**config.mk**
```make
export PLATFORM = sky130hd
export DESIGN_NAME = weight_fetch
export DESIGN_NICKNAME = d
export VERILOG_FILES = /design/src/rtl/weight_fetch.sv
export SDC_FILE = /design/constraint.sdc
export NUM_CORES = 1
export LEC_CHECK = 0
export BUFFER_PORTS_ARGS = -buffer_cell sky130_fd_sc_hd__clkbuf_2
export CAP_MARGIN = 20
export CELL_PAD_IN_SITES_DETAIL_PLACEMENT = 2
export CELL_PAD_IN_SITES_GLOBAL_PLACEMENT = 2
export CORE_MARGIN = 2
export CORE_UTILIZATION = 34
export CTS_CLUSTER_DIAMETER = 50
export DETAILED_ROUTE_END_ITERATION = 10
export PLACE_DENSITY_LB_ADDON = 0.1
export SLEW_MARGIN = 20
export SYNTH_ARGS = -nofsm -noshare
export SYNTH_HDL_FRONTEND = slang
export SYNTH_SLANG_ARGS = --single-unit
```
**constraint.sdc**
```tcl
create_clock -name clk -period 4.27 [get_ports clk]
set_input_delay 0.427 -clock clk [delete_from_list [all_inputs] [get_ports clk]]
set_output_delay 0.427 -clock clk [all_outputs]
set_load 0.05 [all_outputs]
```
**src/rtl/weight_fetch.sv**
```systemverilog
// weight_fetch: streams a contiguous range of 16-bit weights out of the weight
// SRAM into a small FIFO that feeds the downstream consumer.
// Optional feature: define WEIGHT_FETCH_PERF_EN to build the downstream stall
// counter; otherwise stall_cnt is tied to zero.
// The SRAM requester port is flattened into mem_* signals
// (cs, oe, w_req, addr, w_data, r_data).
module weight_fetch #(
  parameter int FIFO_DEPTH = 4,
  parameter int MEM_WORDS  = 196608
) (
  input  logic        clk,
  input  logic        rst,
  input  logic        start,
  input  logic [17:0] base_addr,
  input  logic [17:0] length,
  output logic        busy,
  output logic        done,
  output logic        err,
  output logic        w_valid,
  input  logic        w_ready,
  output logic [15:0] w_data,
  output logic        mem_cs,
  output logic        mem_oe,
  output logic        mem_w_req,
  output logic [31:0] mem_addr,
  output logic [31:0] mem_w_data,
  input  logic [31:0] mem_r_data,
  output logic [31:0] stall_cnt
);
  localparam int PW = (FIFO_DEPTH > 1) ? $clog2(FIFO_DEPTH) : 1;
  localparam int CW = PW + 1;
  localparam logic [18:0] MEM_LIMIT = 19'(MEM_WORDS);
  localparam logic [CW:0] DEPTH_W   = (CW+1)'(FIFO_DEPTH);

  typedef enum logic [1:0] {IDLE, FETCH, DRAIN, FIN} state_t;

  state_t          state_q, state_d;
  logic [17:0]     addr_q, remain_q;
  logic            inflight_q;
  logic            err_q;
  logic [15:0]     fifo_mem [FIFO_DEPTH];
  logic [PW-1:0]   wr_ptr, rd_ptr;
  logic [CW-1:0]   count_q;
  logic [18:0]     end_addr;
  logic            in_range, accept, reject, issue, fifo_wr, fifo_rd;
  logic [CW:0]     occupancy;
  logic            unused_rdata;

  // Upper half of each SRAM word carries no weight data.
  assign unused_rdata = ^mem_r_data[31:16];

  // Range check uses a 19-bit sum so a burst can never wrap past the top.
  assign end_addr  = {1'b0, base_addr} + {1'b0, length};
  assign in_range  = end_addr <= MEM_LIMIT;
  assign accept    = start && (state_q == IDLE) && (length != '0) && in_range;
  assign reject    = start && (state_q == IDLE) && (length != '0) && !in_range;

  // Credit check counts only registered state, so w_ready never reaches mem_cs.
  assign occupancy = {1'b0, count_q} + (CW+1)'(inflight_q);
  assign issue     = (state_q == FETCH) && (occupancy < DEPTH_W);
  assign fifo_wr   = inflight_q;
  assign fifo_rd   = (count_q != '0) && w_ready;

  assign mem_cs     = issue;
  assign mem_oe     = (state_q == FETCH) || (state_q == DRAIN);
  assign mem_w_req  = 1'b1;
  assign mem_addr   = {14'd0, addr_q};
  assign mem_w_data = '0;
  assign busy       = (state_q == FETCH) || (state_q == DRAIN);
  assign done       = (state_q == FIN);
  assign err        = err_q;
  assign w_valid    = (count_q != '0);
  assign w_data     = fifo_mem[rd_ptr];

  // State register.
  always_ff @(posedge clk or posedge rst) begin
    if (rst) state_q <= IDLE;
    else     state_q <= state_d;
  end

  // Next-state logic; zero-length starts complete without touching the SRAM.
  always_comb begin
    state_d = state_q;
    case (state_q)
      IDLE: begin
        if (start && length == '0) state_d = FIN;
        else if (accept)           state_d = FETCH;
      end
      FETCH: if (issue && remain_q == 18'd1) state_d = DRAIN;
      DRAIN: if (count_q == '0 && !inflight_q) state_d = FIN;
      FIN:   state_d = IDLE;
      default: state_d = IDLE;
    endcase
  end

  // Burst address/remaining count, one-deep in-flight tracker and err pulse.
  always_ff @(posedge clk or posedge rst) begin
    if (rst) begin
      addr_q     <= '0;
      remain_q   <= '0;
      inflight_q <= 1'b0;
      err_q      <= 1'b0;
    end else begin
      err_q      <= reject;
      inflight_q <= issue;
      if (accept) begin
        addr_q   <= base_addr;
        remain_q <= length;
      end else if (issue) begin
        addr_q   <= addr_q + 18'd1;
        remain_q <= remain_q - 18'd1;
      end
    end
  end

  // Output FIFO: returned read data is written one cycle after its issue.
  always_ff @(posedge clk or posedge rst) begin
    if (rst) begin
      for (int i = 0; i < FIFO_DEPTH; i++) fifo_mem[i] <= '0;
      wr_ptr  <= '0;
      rd_ptr  <= '0;
      count_q <= '0;
    end else begin
      if (fifo_wr) begin
        fifo_mem[wr_ptr] <= mem_r_data[15:0];
        wr_ptr           <= wr_ptr + 1'b1;
      end
      if (fifo_rd) rd_ptr <= rd_ptr + 1'b1;
      case ({fifo_wr, fifo_rd})
        2'b10:   count_q <= count_q + 1'b1;
        2'b01:   count_q <= count_q - 1'b1;
        default: count_q <= count_q;
      endcase
    end
  end

`ifdef WEIGHT_FETCH_PERF_EN
  logic [31:0] stall_q;

  // Saturating count of busy cycles where the consumer holds off valid data.
  always_ff @(posedge clk or posedge rst) begin
    if (rst)                                       stall_q <= '0;
    else if (accept)                               stall_q <= '0;
    else if (busy && w_valid && !w_ready && stall_q != 32'hFFFF_FFFF)
                                                   stall_q <= stall_q + 32'd1;
  end

  assign stall_cnt = stall_q;
`else
  assign stall_cnt = '0;
`endif

endmodule

```
==> key figures, run 1 <==
Run status
  • Status: complete, no violations

Yosys
  • Synth async-reset ratio: 100%
  • Synth top cells by count: 111 x dfrtp_1, 100 x mux2_2, 80 x buf_4
  • #FFs+latches synth: 111
  • Most area-hungry cell type in the Yosys netlist: dfrtp_1
  • Syn_area_per_cell: 11.4 um^2
  • Xor/xnor cell area share of the yosys netlist: 5.74%
  • Largest family of logic cells by synthesized area: multiplexers
  • Seq/Total Area, Yosys: 39.6%
  • Primary FF master, synth: dfrtp_1
  • Synth top area share: 39.6%
  • Ys Warns: 0
  • Multiplexer area fraction after synthesis: 21.8%
  • Synth area leaders: dfrtp_1 40%, mux2_2 16%, buf_4 8.6%, ha_1 5.5%, mux4_2 5.1%
  • Post-Syn Area: 0.00702 mm^2
  • Synth cell types: 60
  • Post-synthesis compound-gate area fraction: 6.63%
  • Most numerous cell in the Yosys netlist: dfrtp_1
  • Post-Syn Instances: 614
  • Simple-gate share of the synthesized area: 9.06%
  • Adder and majority gate portion of the synthesized area: 6.10%
  • Post-synth EDFFs: 0

Critical path
  • Top delay family on crit path: compound AO/OA/AOI/OAI gates
  • CP bufs+invs: 2
  • Largest stage delay, worst path: 0.42 ns
  • Setup Crit Path Kind: input pin to flop
  • WP data arrival: 3.76 ns
  • Critical path startpoint category: input pin
  • Crit-path slowest cell: fa_1
  • WP data required: 4.51 ns
  • CP Capture Type: flop
  • CP Cell Sequence: clkbuf_2 -> ha_1 -> fa_1 -> a21oi_1 -> o211ai_2 -> a221oi_1 -> o21ai_0 -> a222oi_1 -> and4_1 -> a311oi_4 -> nor3_4 -> buf_12 -> mux2_2
  • CP Max Fanout: 18

STA
  • Final period util: 82.5%
  • RSZ-0062 raised after global routing: false
  • Max-slew violations: 0
  • Hold Slack: 0.181 ns
  • Layout Skew: 0.00736 ns
  • Fin. Hold Viols: 0
  • Post-Route Setup TNS: 0 ns
  • Final Setup Violations: 0
  • Post-route minimum period: 3.52 ns
  • Slew headroom: 35.9%
  • FMAX: 0.284 GHz
  • Slew of the pin with the lowest slew margin: 0.962 ns

Worst hold path
  • Min-Delay Path Class: input pin to async pin

Detailed routing
  • Routed vias: 4781
  • Total Routed Length: 18.3 mm
  • Detailed Routing Iterations Pass 1: 4
  • Antenna viol nets, final: 0
  • Post-detailed-route wirelength per cell: 18.7 um
  • Vias per cell: 4.87
  • DRC: 0
  • Starting DRT DRC Count: 146

Floorplanning
  • Core Footprint: 0.0202 mm^2
  • Die Wd: 148 um
  • Die area: 0.0218 mm^2
  • Die height: 148 um
  • I/O pins: 191
  • Initial Utilization: 34.7%
  • Cell row count: 52

Pwr
  • Peak VDD IR: 207 uV
  • Overall power: 6.13 mW
  • Power per Cell Area: 787 mW/mm^2
  • Static Leak: 3.55 nW

Global routing
  • Antenna violations before repair: 0
  • Vias in the first global route: 5349
  • First-pass GRT wire length: 29.8 mm
  • Total track usage: 17.5%
  • Largest net degree at the start of global routing: 80
  • Remaining Overflow, GRT: 0

Clock tree
  • H-Tree Depth: 3
  • Num CTS Buffers: 9
  • CTS tree: yes
  • Latest clock arrival within the worst-skew pair: 0.36 ns
  • Post-CTS resize count: 0
  • Setup Buffers After CTS: 0
  • CTS clk-pin slew, worst paths: 0.08 ns
  • Clock Tree Root: clkbuf_16
  • Clk buf depth: 2
  • CTS Hold Buffers Added: 0
  • Clock sinks: 111

Job
  • Maxcap violations: 0

Finish
  • Ant diodes: 0
  • Util after Layout: 38.5%
  • Nets@finish: 811
  • Design Area, Final: 0.00779 mm^2
  • Layout cells sized above 1: 34.7%
  • Synthesis-to-layout area growth: 11.0%

Placement
  • Routability cong.: 0.810
  • Buffers on Ports: 95
  • Area of placed instances: 0.00750 mm^2
  • HPWL after detailed placement: 14.4 mm
-- area by class of cell --
type	count	area, um^2
Timing Repair Buffer	101	546
Inverter	23	91.3
Clock buffer	9	225
Tap cell	270	338
Clock inverter	7	58.8
Multi-Input combinational cell	460	3750
Fill cell	2166	12400
Sequential cell	111	2780
-- power breakdown --
group          leakage, nW  internal, mW  switching (mW)
Sequential            1.31          1.60           0.489
Clock                0.144         0.409           0.424
Combinational         2.09          1.23            1.99
-- cells by family after synthesis --
logic type      Yosys count
mux                     120
buf+inv                 120
simple gates            118
flops                   111
compound gates           64
xor+xnor                 46
fa+ha+maj                33
other cells               2
-- layout by cell type, fill, tap and decap left out, drive strengths merged, types with 13 or more instances in the layout --
| cell type | instances |
|---|---|
| ha | 31 |
| mux4 | 16 |
| inv | 27 |
| mux2 | 100 |
| nand2 | 30 |
| nor2 | 21 |
| xnor2 | 24 |
| conb | 79 |
| o21ai | 13 |
| dfrtp | 111 |
| clkbuf | 104 |
| xor2 | 22 |
-- final timing paths --
check | from | to | slack (ns) | depth (start not counted)
min in group clk | base_addr[13] | addr_q[13]$_DFFE_PP0P_ | 0.32 | 2
hold / removal | rst | fifo_mem[50]$_DFFE_PP0P_ | 0.18 | 2
hold reg to reg | count_q[2]$_DFFE_PP0P_ | count_q[2]$_DFFE_PP0P_ | 0.50 | 1
setup reg to reg | remain_q[6]$_DFFE_PP0P_ | state_q[0]$_DFFE_PP0P_ | 1.25 | 8
max in group asynchronous | rst | fifo_mem[48]$_DFFE_PP0P_ | 3.13 | 3
setup / recovery | base_addr[0] | addr_q[15]$_DFFE_PP0P_ | 0.75 | 13
-- per-stage QoR --
| stage | worst slack [ns] | instances |
|---|---|---|
| after global placement | 0.447 | 965 |
| after CTS | 0.774 | 981 |
| after detailed placement | 0.435 | 965 |
| final | 0.748 | 981 |
| after global routing | 0.540 | 981 |
| after floorplan | 0.903 | 691 |
-- routing by layer --
metal | vias to the layer above | part of all wire, % | global-route usage [%] | wire, um
met5 | - | 0 | 0 | 0
met2 | 99 | 52 | 30.8 | 9610
li1 | 2217 | - | - | -
met4 | 0 | 1.0 | 4.09 | 189
met1 | 2453 | 44 | 22.6 | 8040
met3 | 12 | 2.7 | 2.72 | 498
-- registers in the layout (all words and copies together) (netlist names) --
name      count
fifo_mem     64
addr_q       18
remain_q     18
count_q       3
rd_ptr        2
state_q       2
wr_ptr        2
err           1
fifo_wr       1
Note: power is estimated with default switching activity, not from simulation.
==> run 2, diff against run 1 <==
--- a/config.mk
+++ b/config.mk
@@ -5,12 +5,13 @@
 export SDC_FILE = /design/constraint.sdc
 export NUM_CORES = 1
 export LEC_CHECK = 0
+export ABC_AREA = 1
 export BUFFER_PORTS_ARGS = -buffer_cell sky130_fd_sc_hd__clkbuf_2
 export CAP_MARGIN = 20
 export CELL_PAD_IN_SITES_DETAIL_PLACEMENT = 2
 export CELL_PAD_IN_SITES_GLOBAL_PLACEMENT = 2
 export CORE_MARGIN = 2
-export CORE_UTILIZATION = 34
+export CORE_UTILIZATION = 27
 export CTS_CLUSTER_DIAMETER = 50
 export DETAILED_ROUTE_END_ITERATION = 10
 export PLACE_DENSITY_LB_ADDON = 0.1
==> constraint.sdc (replaced) <==
create_clock -name clk -period 3.1 [get_ports clk]
set_input_delay 0.31 -clock clk [delete_from_list [all_inputs] [get_ports clk]]
set_output_delay 0.31 -clock clk [all_outputs]
set_load 0.05 [all_outputs]
==> key figures, run 2 <==
Run status
  • Status: complete, no violations (unchanged)

Clock tree
  • CTS clk-pin slew, worst paths: 0.08 ns (about the same)
  • Clk buf depth: 2 (unchanged)
  • Setup Buffers After CTS: 0 (unchanged)
  • Clock sinks: 111 (unchanged)
  • CTS tree: yes (unchanged)
  • CTS Hold Buffers Added: 0 (unchanged)
  • H-Tree Depth: 3 (unchanged)
  • Latest clock arrival within the worst-skew pair: 0.36 ns (about the same)
  • Post-CTS resize count: 0 (unchanged)
  • Num CTS Buffers: 9 (unchanged)
  • Clock Tree Root: clkbuf_16 (unchanged)

Floorplanning
  • I/O pins: 191 (unchanged)
  • Initial Utilization: 27.4% (was 34.7%)
  • Die height: 172 um (was 148 um)
  • Die area: 0.0294 mm^2 (was 0.0218 mm^2)
  • Die Wd: 172 um (was 148 um)
  • Core Footprint: 0.0277 mm^2 (was 0.0202 mm^2)
  • Cell row count: 61 (was 52)

Placement
  • Placed insts: 1480 (was 965)
  • HPWL after detailed placement: 19.0 mm (was 14.4 mm)
  • Pre-CTS setup slack: 0.0967 ns (was 0.435 ns)
  • Routability cong.: 0.778 (was 0.810)
  • Buffers on Ports: 95 (unchanged)

Pwr
  • Static Leak: 4.32 nW (was 3.55 nW)
  • Overall power: 8.70 mW (was 6.13 mW)
  • Power per Cell Area: 1020 mW/mm^2 (was 787 mW/mm^2)
  • Peak VDD IR: 284 uV (was 207 uV)

Yosys
  • Primary FF master, synth: dfrtp_1 (unchanged)
  • Synth top cells by count: 217 x nand2_1, 118 x nand3_1, 118 x o21ai_0 (was 111 x dfrtp_1, 100 x mux2_2, 80 x buf_4)
  • Syn_area_per_cell: 7.37 um^2 (was 11.4 um^2)
  • Ys Warns: 0 (unchanged)
  • Post-synth EDFFs: 0 (unchanged)
  • Synth area leaders: dfrtp_1 37%, nand2_1 11%, buf_4 7.9%, nand3_1 7.8%, o21ai_0 7.8% (was dfrtp_1 40%, mux2_2 16%, buf_4 8.6%, ha_1 5.5%, mux4_2 5.1%)
  • Synth cell types: 37 (was 60)
  • Most numerous cell in the Yosys netlist: nand2_1 (was dfrtp_1)
  • Seq/Total Area, Yosys: 36.6% (was 39.6%)
  • Synth async-reset ratio: 100% (unchanged)
  • Synth top area share: 36.6% (was 39.6%)
  • Post-Syn Instances: 1029 (was 614)
  • Post-Syn Area: 0.00758 mm^2 (was 0.00702 mm^2)
  • #FFs+latches synth: 111 (unchanged)
  • Most area-hungry cell type in the Yosys netlist: dfrtp_1 (unchanged)

STA
  • Slew headroom: 36.2% (was 35.9%)
  • FMAX: 0.362 GHz
  • Post-route minimum period: 2.76 ns
  • Post-Route Setup TNS: 0 ns (unchanged)
  • Layout Skew: 0.0104 ns (was 0.00736 ns)
  • Final Setup Violations: 0 (unchanged)
  • Final period util: 89.2%
  • Max-slew violations: 0 (unchanged)
  • Fin. Hold Viols: 0 (unchanged)
  • Final setup margin: 0.336 ns (was 0.748 ns)
  • Slew of the pin with the lowest slew margin: 0.955 ns (was 0.962 ns)
  • RSZ-0062 raised after global routing: false (unchanged)

Critical path
  • Reg-to-Reg Start: state_q[1]$_DFFE_PP0P_ (was remain_q[6]$_DFFE_PP0P_)
  • WP data required: 2.79 ns (was 4.51 ns)
  • WP data arrival: 2.45 ns (was 3.76 ns)
  • Worst R2R Path Depth: 11 (was 8)
  • Internal reg-to-reg setup slack: 0.68 ns (was 1.25 ns)
  • Critical path startpoint category: flop (was input pin)
  • R2r endpoint: remain_q[12]$_DFFE_PP0P_ (was state_q[0]$_DFFE_PP0P_)
  • CP Capture Type: primary output (was flop)
  • CP Max Fanout: 18 (unchanged)
  • Setup Crit Path Kind: flop to primary output (was input pin to flop)
  • Crit. Startpoint: state_q[1]$_DFFE_PP0P_ (was base_addr[0])

Detailed routing
  • Routed vias: 6743 (was 4781)
  • Met1 WL: 11.5 mm (was 8.04 mm)
  • Highest routed layer: met4 (unchanged)
  • Detailed Routing Iterations Pass 1: 4 (unchanged)
  • Antenna viol nets, final: 0 (unchanged)
  • Metal3 WL: 783 um (was 498 um)
  • Vias per cell: 4.51 (was 4.87)
  • Routed wl met2: 12.3 mm (was 9.61 mm)
  • DRC: 0 (unchanged)
  • Starting DRT DRC Count: 261 (was 146)
  • Total Routed Length: 24.8 mm (was 18.3 mm)
  • Post-detailed-route wirelength per cell: 16.6 um (was 18.7 um)

Finish
  • # fillers: 3367 (was 2166)
  • Biggest register: fifo_mem (unchanged)
  • Ant diodes: 0 (unchanged)
  • Layout cells sized above 1: 13.2% (was 34.7%)
  • Final std cells w/o fill: 1496 (was 981)
  • Largest registers: fifo_mem (64), addr_q (18), remain_q (18) (unchanged)
  • Most frequent cells in the layout: 216 x nand2_1, 118 x nand3_1, 118 x o21ai_0 (was 110 x dfrtp_1, 100 x mux2_2, 95 x clkbuf_2)
  • Commonest non-fill, non-tap cell in the layout: nand2_1 (was dfrtp_1)
  • Largest register FFs: 64 (unchanged)
  • Nets@finish: 1218 (was 811)
  • Synthesis-to-layout area growth: 12.3% (was 11.0%)

Global routing
  • Remaining Overflow, GRT: 0 (unchanged)
  • First-pass GRT wire length: 39.4 mm (was 29.8 mm)
  • Vias in the first global route: 7017 (was 5349)
  • Total track usage: 17.2% (was 17.5%)
  • Largest net degree at the start of global routing: 49 (was 80)
  • Antenna violations before repair: 0 (unchanged)

Job
  • Maxcap violations: 0 (unchanged)

Worst hold path
  • Min-Delay Path Class: input pin to async pin (unchanged)
## run 2: worst max-delay path: stages, from the launching register on
cell	delay, ns
dfrtp_1	0.42
inv_1	0.11
ha_1	0.21
inv_1	0.06
nor2_1	0.04
nand2_1	0.19
clkinv_1	0.61
clkbuf_2	0.44
## run 2: how the worst max path moves through the flow
stage | endpoint | slack [ns] | cells past startpoint
after floorplan | remain_q[13]$_DFFE_PP0P_ | 0.59 | 17
after global placement | state_q[1]$_DFFE_PP0P_ | 0.12 | 19
after detailed placement | state_q[1]$_DFFE_PP0P_ | 0.1 | 19
after CTS | mem_cs | 0.24 | 7
after global routing | mem_cs | 0.15 | 7
final | mem_cs | 0.34 | 7
## run 2: layout make-up
class	instances	area [um^2]	share of cell area, %
inverter	95	360	4.23
multi-input combinational	782	3950	46.3
tap	378	473	5.55
timing repair buffer	114	668	7.84
sequential	111	2780	32.6
clock inverter	6	62.6	0.735
clock buffer	10	229	2.69
## run 2: report_power, final
part,switching (mW),internal (mW)
combinational,3.40,1.33
sequential,0.618,2.17
clock,0.612,0.570
total,4.63,4.07
## run 2: kinds of logic after synthesis
family | share of synthesized area, %
xor+xnor | 3.93
compound gates | 11.9
buf+inv | 15.2
fa+ha+maj | 5.64
other cells | 0.0991
simple gates | 26.6
flops | 36.6
## run 2: metrics by stage
step                      cell area (um^2)  hold WS [ns]  util [%]
after floorplan                       7870         0.417         -
after global placement                8220         0.462      29.7
after detailed placement              8220         0.468      29.7
after CTS                             8510         0.152      30.7
after global routing                  8520         0.186      30.7
final                                 8520         0.119      30.7
## run 2: metal layers
| metal | track usage (%) | vias to the layer above |
|---|---|---|
| met1 | 22.3 | 3276 |
| met2 | 30.5 | 105 |
| met5 | 0 | - |
| li1 | - | 3351 |
| met3 | 2.85 | 11 |
| met4 | 2.73 | 0 |
